## config.mk

```make
export PLATFORM = sky130hd
export DESIGN_NAME = dmem_arbiter
export DESIGN_NICKNAME = d
export VERILOG_FILES = /design/src/rtl/dmem_arbiter.sv
export SDC_FILE = /design/constraint.sdc
export NUM_CORES = 1
export LEC_CHECK = 0
export ABC_AREA = 1
export BUFFER_PORTS_ARGS = -buffer_cell sky130_fd_sc_hd__buf_2
export CORE_ASPECT_RATIO = 0.9
export CORE_UTILIZATION = 35
export CTS_CLUSTER_SIZE = 40
export DETAILED_ROUTE_END_ITERATION = 7
export GPL_ROUTABILITY_DRIVEN = 1
export PLACE_DENSITY = 0.73
export REMOVE_ABC_BUFFERS = 1
export SETUP_SLACK_MARGIN = 0.02
export SLEW_MARGIN = 20
export SYNTH_ARGS = -nofsm -noshare
export SYNTH_HDL_FRONTEND = slang
export SYNTH_SLANG_ARGS = --single-unit
export TNS_END_PERCENT = 30
```

## constraint.sdc

```tcl
create_clock -name clk_i -period 2.6 [get_ports clk_i]
set_input_delay 0.65 -clock clk_i [delete_from_list [all_inputs] [get_ports clk_i]]
set_output_delay 0.65 -clock clk_i [all_outputs]
set_load 0.05 [all_outputs]
```

## src/rtl/dmem_arbiter.sv

```systemverilog
// Two-requester arbiter in front of a single-ported data memory; one transaction per three cycles.
// Build option: define DMEM_ARB_ROUND_ROBIN_EN for round-robin contention (default: port 0 priority).
module dmem_arbiter #(
    parameter int ADDR_LIMIT = 1024
) (
    input  logic        clk_i,
    input  logic        rst_i,
    input  logic        m0_valid_i,
    input  logic        m0_we_i,
    input  logic [31:0] m0_addr_i,
    input  logic [1:0]  m0_mode_i,
    input  logic [31:0] m0_wdata_i,
    input  logic        m1_valid_i,
    input  logic        m1_we_i,
    input  logic [31:0] m1_addr_i,
    input  logic [1:0]  m1_mode_i,
    input  logic [31:0] m1_wdata_i,
    output logic        m0_ready_o,
    output logic        m0_rsp_valid_o,
    output logic [31:0] m0_rsp_rdata_o,
    output logic        m0_rsp_err_o,
    output logic        m1_ready_o,
    output logic        m1_rsp_valid_o,
    output logic [31:0] m1_rsp_rdata_o,
    output logic        m1_rsp_err_o,
    output logic        mem_we_o,
    output logic [31:0] mem_addr_o,
    output logic [1:0]  mem_mode_o,
    output logic [31:0] mem_wdata_o,
    input  logic [31:0] mem_rdata_i
);
    typedef enum logic [1:0] {IDLE = 2'd0, ACCESS = 2'd1, RESP = 2'd2} state_t;

    localparam logic [32:0] LIMIT33 = 33'(ADDR_LIMIT);

    state_t      state_q, state_d;
    logic        grant_q, grant_d;
    logic        we_q, we_d;
    logic [31:0] addr_q, addr_d;
    logic [1:0]  mode_q, mode_d;
    logic [31:0] wdata_q, wdata_d;
    logic [31:0] rdata0_q, rdata0_d;
    logic [31:0] rdata1_q, rdata1_d;
    logic        grant_any, grant_sel, err;
    logic [32:0] last_byte;
    logic [31:0] load_data;
`ifdef DMEM_ARB_ROUND_ROBIN_EN
    logic        last_grant_q, last_grant_d;
`endif

    always_comb begin
        grant_any = m0_valid_i | m1_valid_i;
`ifdef DMEM_ARB_ROUND_ROBIN_EN
        if (m0_valid_i && m1_valid_i) grant_sel = ~last_grant_q;
        else                          grant_sel = m1_valid_i;
`else
        grant_sel = ~m0_valid_i & m1_valid_i;
`endif
    end

    // Last byte touched, in 33 bits so a wrap past 0xFFFFFFFF still lands above the limit.
    always_comb begin
        case (mode_q)
            2'b00:   last_byte = {1'b0, addr_q};
            2'b01:   last_byte = {1'b0, addr_q} + 33'd1;
            default: last_byte = {1'b0, addr_q} + 33'd3;
        endcase
        err = (mode_q == 2'b11)
            || (mode_q == 2'b01 && addr_q[0])
            || (mode_q == 2'b10 && addr_q[1:0] != 2'b00)
            || (last_byte >= LIMIT33);
    end

    always_ff @(posedge clk_i) begin
        if (rst_i) state_q <= IDLE;
        else       state_q <= state_d;
    end

    always_comb begin
        state_d = state_q;
        case (state_q)
            IDLE:    if (grant_any) state_d = ACCESS;
            ACCESS:  state_d = RESP;
            RESP:    state_d = IDLE;
            default: state_d = IDLE;
        endcase
    end

    always_comb begin
        m0_ready_o     = !rst_i && state_q == IDLE && grant_any && !grant_sel;
        m1_ready_o     = !rst_i && state_q == IDLE && grant_any && grant_sel;
        mem_we_o       = !rst_i && state_q == ACCESS && we_q && !err;
        mem_addr_o     = rst_i ? 32'd0 : addr_q;
        mem_mode_o     = rst_i ? 2'd0 : mode_q;
        mem_wdata_o    = rst_i ? 32'd0 : wdata_q;
        m0_rsp_valid_o = !rst_i && state_q == RESP && !grant_q;
        m1_rsp_valid_o = !rst_i && state_q == RESP && grant_q;
        m0_rsp_err_o   = m0_rsp_valid_o && err;
        m1_rsp_err_o   = m1_rsp_valid_o && err;
        m0_rsp_rdata_o = rst_i ? 32'd0 : rdata0_q;
        m1_rsp_rdata_o = rst_i ? 32'd0 : rdata1_q;
    end

    // Request latch on grant; per-port response data captured at the end of ACCESS.
    always_comb begin
        grant_d   = grant_q;
        we_d      = we_q;
        addr_d    = addr_q;
        mode_d    = mode_q;
        wdata_d   = wdata_q;
        rdata0_d  = rdata0_q;
        rdata1_d  = rdata1_q;
        load_data = (we_q || err) ? 32'd0 : mem_rdata_i;
`ifdef DMEM_ARB_ROUND_ROBIN_EN
        last_grant_d = last_grant_q;
`endif
        if (state_q == IDLE && grant_any) begin
            grant_d = grant_sel;
            we_d    = grant_sel ? m1_we_i    : m0_we_i;
            addr_d  = grant_sel ? m1_addr_i  : m0_addr_i;
            mode_d  = grant_sel ? m1_mode_i  : m0_mode_i;
            wdata_d = grant_sel ? m1_wdata_i : m0_wdata_i;
`ifdef DMEM_ARB_ROUND_ROBIN_EN
            last_grant_d = grant_sel;
`endif
        end
        if (state_q == ACCESS) begin
            if (grant_q) rdata1_d = load_data;
            else         rdata0_d = load_data;
        end
    end

    always_ff @(posedge clk_i) begin
        if (rst_i) begin
            grant_q  <= 1'b0;
            we_q     <= 1'b0;
            addr_q   <= 32'd0;
            mode_q   <= 2'b00;
            wdata_q  <= 32'd0;
            rdata0_q <= 32'd0;
            rdata1_q <= 32'd0;
`ifdef DMEM_ARB_ROUND_ROBIN_EN
            last_grant_q <= 1'b1;
`endif
        end else begin
            grant_q  <= grant_d;
            we_q     <= we_d;
            addr_q   <= addr_d;
            mode_q   <= mode_d;
            wdata_q  <= wdata_d;
            rdata0_q <= rdata0_d;
            rdata1_q <= rdata1_d;
`ifdef DMEM_ARB_ROUND_ROBIN_EN
            last_grant_q <= last_grant_d;
`endif
        end
    end
endmodule

```

Yosys cells after proc, flatten, opt, wreduce, memory -nomap -nowiden

Cells that the tools add are included.

ROM bits: 0
Output and inout bits: 137
Bits in registers: 134
Bits in writable memories: 0
Bits of input ports: 170
Bits in latches: 0
Memories kept: 0

Shift operators: 0
Multiply operators: 0
Order comparisons: 1
Eq/ne operators: 6
Div/mod/pow operators: 0
Add/subtract/negate cells: 2
Reduce and logical (&&, ||, !) cells: 28
Bitwise gates (word level): 4
Mux-type cells: 13

Operator list:

| kind                                                  | number |
|---|---|
| two-way mux 32 bit                                    | 7 |
| case mux 33 bit (2 select lines)                      | 1 |
| adder 32 x 1 -> 33 bit, second input constant         | 1 |
| adder 32 x 2 -> 33 bit, second input constant         | 1 |
| >= comparator 33 x 11 -> 1 bit, second input constant | 1 |
| logical AND 1 bit                                     | 15 |
| == test 2 bit, second input constant                  | 3 |
| two-way mux 2 bit                                     | 3 |
| == test 2 x 1 -> 1 bit, second input constant         | 2 |
| logical NOT 1 bit                                     | 4 |
| logical NOT 2 bit                                     | 2 |
| logical OR 1 bit                                      | 4 |
| case mux 2 bit (2 select lines)                       | 1 |
| AND reduction 2 bit                                   | 2 |
| != test 2 bit, second input constant                  | 1 |
| NOT 1 bit                                             | 2 |
| nonzero test 2 bit                                    | 1 |
| AND 1 bit                                             | 1 |
| two-way mux 1 bit                                     | 1 |
| OR 1 bit                                              | 1 |

Logic depth before layout (Yosys ltp)

Gate-level depths: netlist of the first run.

Depth after elaboration: 7
Mapped depth: 18
Depth with buffers taken out: 17

Least setup slack after synthesis of the first run

No wires, ideal clock.

Path type: reg2out
Start point: register addr_q[0]
End point: output port m0_rsp_err_o
Buffers on the path: 0
Arrival: 2.901 ns
Cell stages (with the launch flop): 15
Slack: -0.951 ns
Cells stage by stage: dfxtp_1 > inv_1 > fa_1 > nor2_4 > nand2_2 > nor2_2 > nand3_1 > nand2_1 > nand2_1 > nand2_1 > inv_1 > nand2_1 > nor2_4 > and2_1 > nor3_1

Cells in the longest elaborated chain, start to end: 5

Ends and longest elaborated chain:

| item                                                                      | RTL line | RTL |
|---|---|---|
| start, declared                                                           | 39       | `logic [31:0] addr_q, addr_d;` |
| start signal, assigned                                                    | 148      | `addr_q <= addr_d;` |
| adder 32 x 2 -> 33 bit (tied with other cells)                            | 66       | `default: last_byte = {1'b0, addr_q} + 33'd3;` |
| case mux 33 bit (2 select lines) (tied with other cells)                  | 63       | `case (mode_q)` |
| >= comparator 33 x 11 -> 1 bit / logical OR 1 bit (equally long branches) | 71, 70   |  |
| logical OR 1 bit (*)                                                      | 71       | `\|\| (last_byte >= LIMIT33);` |
| logical AND 1 bit (*)                                                     | 98       | `m0_rsp_err_o = m0_rsp_valid_o && err;` |
| end, declared                                                             | 21       | `output logic m0_rsp_err_o,` |

Mark *: on every way between the ends. The rest lies on a longest branch, timed or not.

Final worst setup path of the first run

Start point: register mode_q[0]
End point: output port m1_rsp_err_o

Cells in the longest elaborated chain, start to end: 6

Ends and longest elaborated chain:

| item                                                                   | RTL line | RTL |
|---|---|---|
| start, declared                                                        | 40       | `logic [1:0] mode_q, mode_d;` |
| start signal, assigned                                                 | 149      | `mode_q <= mode_d;` |
| branches (longest 4 deep; another with >= comparator 33 x 11 -> 1 bit) | n/a      |  |
| logical OR 1 bit (*)                                                   | 71       |  |
| logical AND 1 bit (*)                                                  | 99       | `m1_rsp_err_o = m1_rsp_valid_o && err;` |
| end, declared                                                          | 25       | `output logic m1_rsp_err_o,` |

Every way passes the cells marked *.

==> results.md, run 1 <==
* Outcome: finished with violations
* Failing checks: setup timing
* DRT Pass-1 Iters at 4
* CP Cell Sequence: inv_2, nor2_4, inv_2, ha_4, nand3_4, nand2_4, nand2_4, nor2_1, nand2_1, inv_2, nand2_1, nand2_1, nand2_1, nand3_2, nor2_4, and2_4, buf_6, nor3_4, buf_6
* Reg clk slew, reported paths at 0.06 ns
* Peak fanout along the critical path at 3
* Vias per cell at 4.61
* Cell count after placement at 1,800
* Die width at 156 um
* GR Util All Layers at 0.217
* Via count at 8,465
* CP arrival at 2.78 ns
* Endpoint class of the critical path: output port
* Setup slack after layout at -0.825 ns
* Clock tree sinks at 134
* Row cnt at 50
* Register bit count reported by yosys at 134
* Clock root cell: clkbuf_16
* Max cap viols at 0
* GRT met2 Usage at 0.363
* Warnings from Yosys at 0
* Number of failing hold endpoints at the final stage at 0
* Synthesized area at 7490 um^2
* Total Power at 6660 uW
* Post-synthesis cell type count at 28
* Reg power frac at 0.359
* Post-synthesis simple-gate area fraction at 0.340
* Register area share after synthesis at 0.358
* Slew headroom at 0.556
* Final min period at 3.43 ns
* Logic pwr share at 0.259
* Worst-Margin Slew at 0.659 ns
* RSZ-0062 raised after global routing: true
* Multiplexer area fraction after synthesis at 0
* I/O Pins at 307
* Clock tree buffer depth at 2
* Critical Path RT at 1.95 ns
* Per-cell routed wire length at 13.3 um
* Vias in the first global route at 7,697
* HP Class: in2reg
* First-pass GRT wire length at 38,000 um
* Layout cells sized above 1 at 0.297
* Lkg Pwr at 0.00540 uW
* Largest net degree at the start of global routing at 68
* Skew final at 0.0218 ns
* Cts hold-fix bufs at 0
* Initial antenna violation count at 2
* Grt total ovfl at 0
* Residual DRC at 0
* Synth Area in Compound Gates at 0.138
* Hold slack at 0.492 ns
* Largest family of logic cells by synthesized area: simple AND/OR/NAND/NOR gates
* Finished Layout Cells at 1,836
* Mean Syn Cell Area at 6.11 um^2
* Initial Util at 0.359
* Die area at 22,000 um^2
* Iteration-0 DRC Markers at 415
* Later-pin clock latency in the skew report at 0.43 ns
* CORE AREA at 20,900 um^2
* Detailed placer's ending HPWL at 17,600 um
* Switching share of power at 0.347
* Routed Antenna Nets at 0
* PortBufs at 306
* Final nets at 1,707
* GR peak layer: met2
* Die height at 141 um
* CTS tree: done
* CTS buffer count at 17
* Final-report max-slew violation count at 0
* Synth Area in Adders at 0.00434
* Area growth from synthesis to layout at 38.5%
* Post-Synthesis Cells at 1,226
* Psw at 2310 uW
* Clock Power Share at 0.382
* XOR/XNOR Fraction of Synth Area at 0.00234
* H-tree Lvls at 4
* CP Class: reg2out
* Final setup fails at 37
* Highest clock rate at 292 MHz
* Peak VDD IR at 0.000409 V
* Gp weighted congestion at 0.909
* Routed Wire Length at 24,400 um
* Int Pwr at 4350 uW
* Met3 global-route usage at 0.0689
* Slowest CP cell: dfxtp_2
* Final core occ at 0.497
* Met1 Usage GRT at 0.261
* CP max stage delay at 0.33 ns
* Final clock period utilization by the worst path at 1.32
* CP startpoint kind: flop
* Cell mode on critical path: nand2_1
* Pwr/cell area at 642 nW/um^2
==> state kept, by name, summed over array words and instances (netlist names) <==
register / count
rdata0_q: 32
wdata_q: 32
mode_q: 2
rdata1_q: 32
we_q: 1
state_q: 2
addr_q: 32
grant_q: 1
==> cells in the mapped netlist <==
cell type,count,share of area
and2_1,3,0.0025
nor2_2,11,0.0092
inv_2,1,0.00050
buf_6,2,0.0030
nand4_1,31,0.026
nand2_1,235,0.12
o31ai_1,2,0.0020
o21ai_0,137,0.091
nand3_1,96,0.064
buf_1,9,0.0045
ha_1,1,0.0017
inv_1,228,0.11
buf_4,6,0.0060
nand3_2,1,0.0013
and3_1,2,0.0017
nor3_1,6,0.0040
buf_2,1,0.00067
dfxtp_1,134,0.36
clkinv_1,1,0.00050
clkbuf_1,56,0.028
a31oi_1,1,0.00084
xor2_1,2,0.0023
nor2_4,4,0.0060
nand4_2,10,0.017
nor2_1,177,0.089
a21oi_1,65,0.043
fa_1,1,0.0027
nand2_2,3,0.0025
==> layer usage <==
metal | routed length (um) | share of wire
met5 | 0 | 0
met4 | 489 | 0.020
met3 | 1920 | 0.079
met2 | 11200 | 0.46
met1 | 10800 | 0.44
==> power by group through the flow <==
stage / Clock (uW) / Sequential, uW / Combinational [uW]
finish: 2550 / 2390 / 1730
global route: 2680 / 2410 / 1890
CTS: 2600 / 2390 / 1730
detailed placement: 0 / 2430 / 1680
global placement: 0 / 2430 / 1670
floorplan: 0 / 2390 / 1070
==> critical path, delay by kind of cell (launching register included) <==
| kind | cells | cell delay, ns |
|---|---|---|
| AND/OR/NAND/NOR | 13 | 1.26 |
| buffers and inverters | 5 | 0.51 |
| flip-flops | 1 | 0.33 |
| adder cells (fa/ha/maj) | 1 | 0.27 |
==> cell families (layout without fill, tap and decap cells) <==
| group | count (synthesis) | count (layout) |
|---|---|---|
| AND/OR/NAND/NOR | 579 | 579 |
| flip-flops | 134 | 134 |
| AO/OA/AOI/OAI | 205 | 205 |
| XOR/XNOR | 2 | 2 |
| buffers and inverters | 304 | 626 |
| adder cells (fa/ha/maj) | 2 | 2 |
| other | 0 | 2 |
==> per-stage QoR <==
step,TNS [ns],area (um^2),worst slack (ns)
3_3_place_gp,-9.48,9580,-0.632
6_report,-3.39,10400,-0.825
2_1_floorplan,-161.66,7180,-2.31
4_1_cts,-5.84,10300,-0.824
3_5_place_dp,-11.69,9580,-0.647
5_1_grt,-18.23,10400,-0.971
==> worst paths after layout <==
check / from / end / slack [ns] / cells past startpoint
max reg2reg: mode_q[0]$_SDFFE_PP0P_ / rdata1_q[20]$_SDFFE_PP0P_ / -0.12 / 15
max: mode_q[0]$_SDFFE_PP0P_ / m1_rsp_err_o / -0.83 / 19
min reg2reg: rdata0_q[24]$_SDFFE_PP0P_ / rdata0_q[24]$_SDFFE_PP0P_ / 0.54 / 2
min: m1_we_i / we_q$_SDFFE_PP0P_ / 0.49 / 3
==> timing repair <==
action                                  in CTS  in global routing
setup buffers                                1                  1
resized for setup                           42                  7
pin swaps                                   14                  2
endpoints found under the setup margin      67                 67
==> final cells by class <==
cell class                      count  area (um^2)
Antenna cell                        2         5.00
Fill cell                        2164        10500
Tap cell                          286          358
Clock inverter                     13          170
Inverter                          230          863
Sequential cell                   134         2690
Multi-Input combinational cell    788         3800
Timing Repair Buffer              364         2060
Clock buffer                       19          443
==> layout by cell type, fill, tap and decap left out, types with 3 or more instances in the layout <==
cell and n:
a21oi_1 64, buf_12 5, clkbuf_16 17, nand4_1 31, nor3_1 4, nor2_2 13
nand4_2 10, nand2_2 4, dfxtp_2 4, nor2_1 167, inv_2 7, dfxtp_1 130
buf_2 302, inv_6 3, nor2_4 12, buf_4 53, buf_6 3, nand2_1 232
bufinv_16 3, nand3_2 5, nand3_1 91, o21ai_0 135, inv_1 223
Note: power is estimated with default switching activity, not from simulation.
==> inputs of run 2 (changes only) <==
--- a/config.mk
+++ b/config.mk
@@ -12,7 +12,7 @@
 export CTS_CLUSTER_SIZE = 40
 export DETAILED_ROUTE_END_ITERATION = 7
 export GPL_ROUTABILITY_DRIVEN = 1
-export PLACE_DENSITY = 0.73
+export PLACE_DENSITY = 0.7
 export REMOVE_ABC_BUFFERS = 1
 export SETUP_SLACK_MARGIN = 0.02
 export SLEW_MARGIN = 20
==> constraint.sdc (replaced) <==
create_clock -name clk_i -period 4.1 [get_ports clk_i]
set_input_delay 1.025 -clock clk_i [delete_from_list [all_inputs] [get_ports clk_i]]
set_output_delay 1.025 -clock clk_i [all_outputs]
set_load 0.05 [all_outputs]
==> run 2 against run 1 <==
The run now ends clean. Wire length decreased by 0.70%. Via count fell by 0.60%. Die area unchanged.
==> results.md, run 2 (same netlist as run 1, synthesis figures left out) <==
* Peak VDD IR at 0.000272 V
* Cell mode on critical path: nand2_1
* Die area at 22,000 um^2
* Critical Path RT at 3.07 ns
* Layout cells sized above 1 at 0.260
* CTS buffer count at 17
* Setup slack after layout at 0.153 ns
* DR WL met3 at 2130 um
* Residual DRC at 0
* GR Util All Layers at 0.216
* Buffers & Inverters on Critical Path at 3
* Commonest non-fill, non-tap cell in the layout: buf_2
* Clock tree buffer depth at 2
* Metal2 WL at 11,100 um
* Lkg Pwr at 0.00511 uW
* Gp weighted congestion at 0.865
* Uppermost layer routed: met5
* Initial antenna violation count at 1
* Antenna Diode Count at 0
* Max cap viols at 0
* Most frequent cells in the layout: 302 x buf_2, 234 x nand2_1, 227 x inv_1, 171 x nor2_1, 137 x o21ai_0
* Die height at 141 um
* CP Class: reg2out
* DRT met1 WL at 10,500 um
* CTS tree: done
* Pwr/cell area at 406 nW/um^2
* R2R Setup Slk at 1.21 ns
* Iteration-0 DRC Markers at 492
* Outcome: finished clean
* CP Cell Sequence: inv_1, nor2_2, inv_1, ha_1, nand3_1, nand2_1, nand2_1, nor2_2, nand2_1, nand2_1, nand2_1, a21oi_1, nand3_1, nor2_4, and2_4, and3_1, buf_6
* Final nets at 1,659
* Clock tree sinks at 134
* Total setup buffers inserted after CTS at 0
* Clock root cell: clkbuf_16
* Detailed placer's ending HPWL at 17,000 um
* First-pass GRT wire length at 37,800 um
* Final setup fails at 0
* Skew final at 0.0123 ns
* Initial Util at 0.359
* PortBufs at 306
* Final min period at 3.95 ns
* Slew headroom at 0.378
* Vias in the first global route at 7,636
* Highest clock rate at 253 MHz
* Worst path top cell family by delay: simple AND/OR/NAND/NOR gates
* Routed Antenna Nets at 0
* CP max stage delay at 0.35 ns
* Number of failing hold endpoints at the final stage at 0
* DRT Pass-1 Iters at 5
* Setup WS pre-CTS at 0.374 ns
* Die width at 156 um
* CP startpoint kind: flop
* Total negative slack at 0 ns
* Largest net degree at the start of global routing at 70
* CP arrival at 2.92 ns
* Endpoint class of the critical path: output port
* Routed Wire Length at 24,200 um
* Final clock period utilization by the worst path at 0.963
* Vias per cell at 4.71
* Reg clk slew, reported paths at 0.06 ns
* HP Class: reg2reg
* CORE AREA at 20,900 um^2
* Slowest CP cell: dfxtp_1
* Final-report max-slew violation count at 0
* Later-pin clock latency in the skew report at 0.43 ns
* Per-cell routed wire length at 13.6 um
* H-tree Lvls at 4
* Peak fanout along the critical path at 3
* Via count at 8,414
* I/O Pins at 307
* Area growth from synthesis to layout at 30.8%
* Row cnt at 50
* Grt total ovfl at 0
* Worst-Margin Slew at 0.933 ns
## run 2: timing repair
action,4_1_cts,5_1_grt
hold buffers,0,0
resized for setup,2,13
pin swaps,0,3
endpoints found under the setup margin,1,3
## run 2: worst paths after layout
| kind | to | cells past startpoint | startpoint |
|---|---|---|---|
| max | mem_we_o | 17 | mode_q[0]$_SDFFE_PP0P_ |
| min reg2reg | rdata0_q[9]$_SDFFE_PP0P_ | 2 | rdata0_q[9]$_SDFFE_PP0P_ |
| min | rdata0_q[9]$_SDFFE_PP0P_ | 2 | rdata0_q[9]$_SDFFE_PP0P_ |
| max reg2reg | rdata1_q[19]$_SDFFE_PP0P_ | 18 | mode_q[0]$_SDFFE_PP0P_ |
## run 2: per-stage QoR
| step | instances | hold slack [ns] | util | total power, uW | cell area [um^2] |
|---|---|---|---|---|---|
| final | 1786 | 0.546 | 0.469 | 3980 | 9800 |
| after global routing | 1786 | 0.571 | 0.469 | 4190 | 9800 |
| after floorplan | 1152 | 0.483 | - | 2190 | 7180 |
| after detailed placement | 1754 | 0.524 | 0.440 | 2530 | 9200 |
| after CTS | 1786 | 0.546 | 0.467 | 4020 | 9770 |
| after global placement | 1754 | 0.519 | 0.440 | 2530 | 9200 |
## run 2: report_power, final
part	switching, uW	leakage (uW)	total, uW	internal, uW
combinational	723	0.00373	995	272
clock	669	0.000274	1470	798
sequential	87.0	0.00110	1520	1430
total	1480	0.00511	3980	2500
## run 2: layer usage
layer,track usage,vias to the layer above
li1,-,4327
met3,0.0719,39
met1,0.255,3720
met4,0.0676,2
met5,0,-
met2,0.368,326
## run 2: cell type report
type | count | area (um^2)
flip-flops and latches | 134 | 2680
clock buffers | 17 | 425
repair buffers | 316 | 1650
clock inverters | 15 | 136
inverters | 230 | 866
multi-input cells | 788 | 3690
fillers | 2196 | 11100
well taps | 286 | 358
## run 2: worst register-to-register path, cell delays in order (launching register included)
cell	delay, ns
dfxtp_1	0.35
inv_1	0.08
nor2_2	0.14
inv_1	0.06
ha_1	0.29
nand3_1	0.09
nand2_1	0.11
nand2_2	0.12
nor2_1	0.05
nand2_1	0.12
inv_1	0.08
nand2_1	0.06
nand2_1	0.05
nor2_1	0.12
nand3_1	0.13
nor2_4	0.10
buf_4	0.40
nand4_1	0.29
a21oi_1	0.18
==> inputs of run 3 (changes only) <==
--- a/config.mk
+++ b/config.mk
@@ -8,11 +8,11 @@
 export ABC_AREA = 1
 export BUFFER_PORTS_ARGS = -buffer_cell sky130_fd_sc_hd__buf_2
 export CORE_ASPECT_RATIO = 0.9
+export CORE_MARGIN = 5
 export CORE_UTILIZATION = 35
 export CTS_CLUSTER_SIZE = 40
 export DETAILED_ROUTE_END_ITERATION = 7
 export GPL_ROUTABILITY_DRIVEN = 1
-export PLACE_DENSITY = 0.7
 export REMOVE_ABC_BUFFERS = 1
 export SETUP_SLACK_MARGIN = 0.02
 export SLEW_MARGIN = 20
==> constraint.sdc (replaced) <==
create_clock -name clk_i -period 4.1 [get_ports clk_i]
set_input_delay 0.615 -clock clk_i [delete_from_list [all_inputs] [get_ports clk_i]]
set_output_delay 0.615 -clock clk_i [all_outputs]
set_load 0.05 [all_outputs]
==> run 3 against run 2 <==
First-iteration DRC count increased by 14%. Worst hold slack got worse by 0.056 ns. Clock skew increased by 0.00089 ns. Clock power decreased by 5%. Core utilization decreased by 0.50 points. Global-route usage decreased by 1.1 points. Fmax increased by 7.3%. Register-to-register slack got worse by 0.03 ns. Critical endpoint unchanged. Largest cell class unchanged.
==> results.md, run 3 (same netlist as run 1, synthesis figures left out) <==
* Final setup fails at 0
* GR peak layer: met2
* Final nets at 1,659
* Hold slack at 0.490 ns
* Skew final at 0.0132 ns
* Largest net degree at the start of global routing at 70
* CTS buffer count at 17
* Final min period at 3.68 ns
* Vias in the first global route at 8,127
* Outcome: finished clean
* Via count at 8,314
* GR Util All Layers at 0.205
* Peak fanout along the critical path at 3
* H-tree Lvls at 4
* Critical Path RT at 3.48 ns
* CP startpoint kind: flop
* Die width at 164 um
* Met1 Usage GRT at 0.258
* Layout fillers at 2,240
* Most frequent cells in the layout: 304 x buf_2, 235 x nand2_1, 227 x inv_1, 173 x nor2_1, 137 x o21ai_0
* Clock tree buffer depth at 2
* Grt total ovfl at 0
* CP Class: reg2out
* First-pass GRT wire length at 40,800 um
* Routed Antenna Nets at 0
* Die area at 24,400 um^2
* GRT met2 Usage at 0.339
* Reg clk slew, reported paths at 0.06 ns
* Clock tree sinks at 134
* Met3 global-route usage at 0.0696
* Routed Wire Length at 25,700 um
* DRT Pass-1 Iters at 5
* Area growth from synthesis to layout at 29.8%
* Commonest non-fill, non-tap cell in the layout: buf_2
* Layout cells sized above 1 at 0.256
* Number of failing hold endpoints at the final stage at 0
* RSZ-0062 raised after global routing: false
* Vias per cell at 4.66
* Detailed placer's ending HPWL at 18,400 um
* Final-report max-slew violation count at 0
* Gp weighted congestion at 0.884
* PortBufs at 306
* Residual DRC at 0
* I/O Pins at 307
* CTS tree: done
* Per-cell routed wire length at 14.4 um
* HP Class: in2reg
* Peak VDD IR at 0.000233 V
* CP arrival at 3.06 ns
* Die height at 149 um
* Lkg Pwr at 0.00508 uW
* Highest clock rate at 272 MHz
* Initial Util at 0.358
* Final clock period utilization by the worst path at 0.897
* CORE AREA at 21,000 um^2
* Max cap viols at 0
* Pwr/cell area at 402 nW/um^2
* Clock root cell: clkbuf_16
* Row cnt at 50
* Endpoint class of the critical path: output port
* Total negative slack at 0 ns
* Iteration-0 DRC Markers at 560
* Later-pin clock latency in the skew report at 0.42 ns
* Slew headroom at 0.357
* Initial antenna violation count at 4
* Worst-Margin Slew at 0.962 ns
[run 3: changes by cell type in the layout (fill, tap and decap cells not counted), moves of 2 or more]
| cell | change |
|---|---|
| buf_2 | +2 |
| inv_6 | -2 |
| inv_8 | -2 |
| nor2_1 | +2 |
| nor2_4 | -2 |
[run 3: worst max-delay path: stages, from the launching register on]
cell and delay (ns):
dfxtp_1 0.35, inv_1 0.08, nor2_1 0.17, inv_1 0.07, ha_1 0.29, nand3_1 0.08
nand2_1 0.13, nand2_1 0.14, nor2_2 0.17, nand2_1 0.07, nand2_1 0.07, nand2_1 0.05
nor2_1 0.14, nand3_1 0.14, nor2_4 0.12, and2_2 0.20, and3_1 0.15, clkbuf_4 0.22
[run 3: cell type report]
| type | count | area [um^2] | share of cell area |
|---|---|---|---|
| repair buffers | 316 | 1620 | 0.167 |
| well taps | 286 | 358 | 0.0368 |
| multi-input cells | 788 | 3660 | 0.377 |
| diodes | 1 | 2.50 | 0.000257 |
| inverters | 230 | 866 | 0.0890 |
| clock buffers | 18 | 429 | 0.0441 |
| flip-flops and latches | 134 | 2680 | 0.276 |
| clock inverters | 13 | 101 | 0.0104 |
[run 3: worst paths after layout]
path                                                start                        end  slack [ns]  depth (start not counted)
worst max-delay path               mode_q[0]$_SDFFE_PP0P_                   mem_we_o        0.42                         17
worst min-delay path                              m0_we_i          we_q$_SDFFE_PP0P_        0.49                          3
worst min register to register  rdata1_q[10]$_SDFFE_PP0P_  rdata1_q[10]$_SDFFE_PP0P_        0.54                          2
worst max register to register     mode_q[0]$_SDFFE_PP0P_  rdata0_q[18]$_SDFFE_PP0P_        1.18                         17
[run 3: metrics by stage]
stage               cell area (um^2)  cells  setup WS, ns  power [uW]  utilization
floorplan                       7180   1152        -0.772        2190            -
global placement                9190   1754         0.832        2540        0.438
detailed placement              9190   1754         0.764        2540        0.438
CTS                             9720   1785         0.289        3950        0.464
global route                    9730   1786        0.0871        4130        0.464
finish                          9730   1786         0.421        3910        0.464
[run 3: metal layers]
| layer | vias up | wire (um) |
|---|---|---|
| met5 | - | 28 |
| met4 | 6 | 401 |
| met3 | 37 | 2200 |
| met2 | 282 | 11700 |
| met1 | 3655 | 11300 |
| li1 | 4334 | - |
[run 3: timing repair]
action                     4_1_cts  5_1_grt
hold buffers                     0        0
buffers inserted                 0        0
resized for setup                0        2
hold endpoints to repair         0        0
setup endpoints to repair        0        1
[run 3: where the power goes]
group          internal [uW]  total, uW  switching [uW]
clock                    777       1400             621
sequential              1430       1520            85.6
combinational            269        994             725
total                   2480       3910            1430
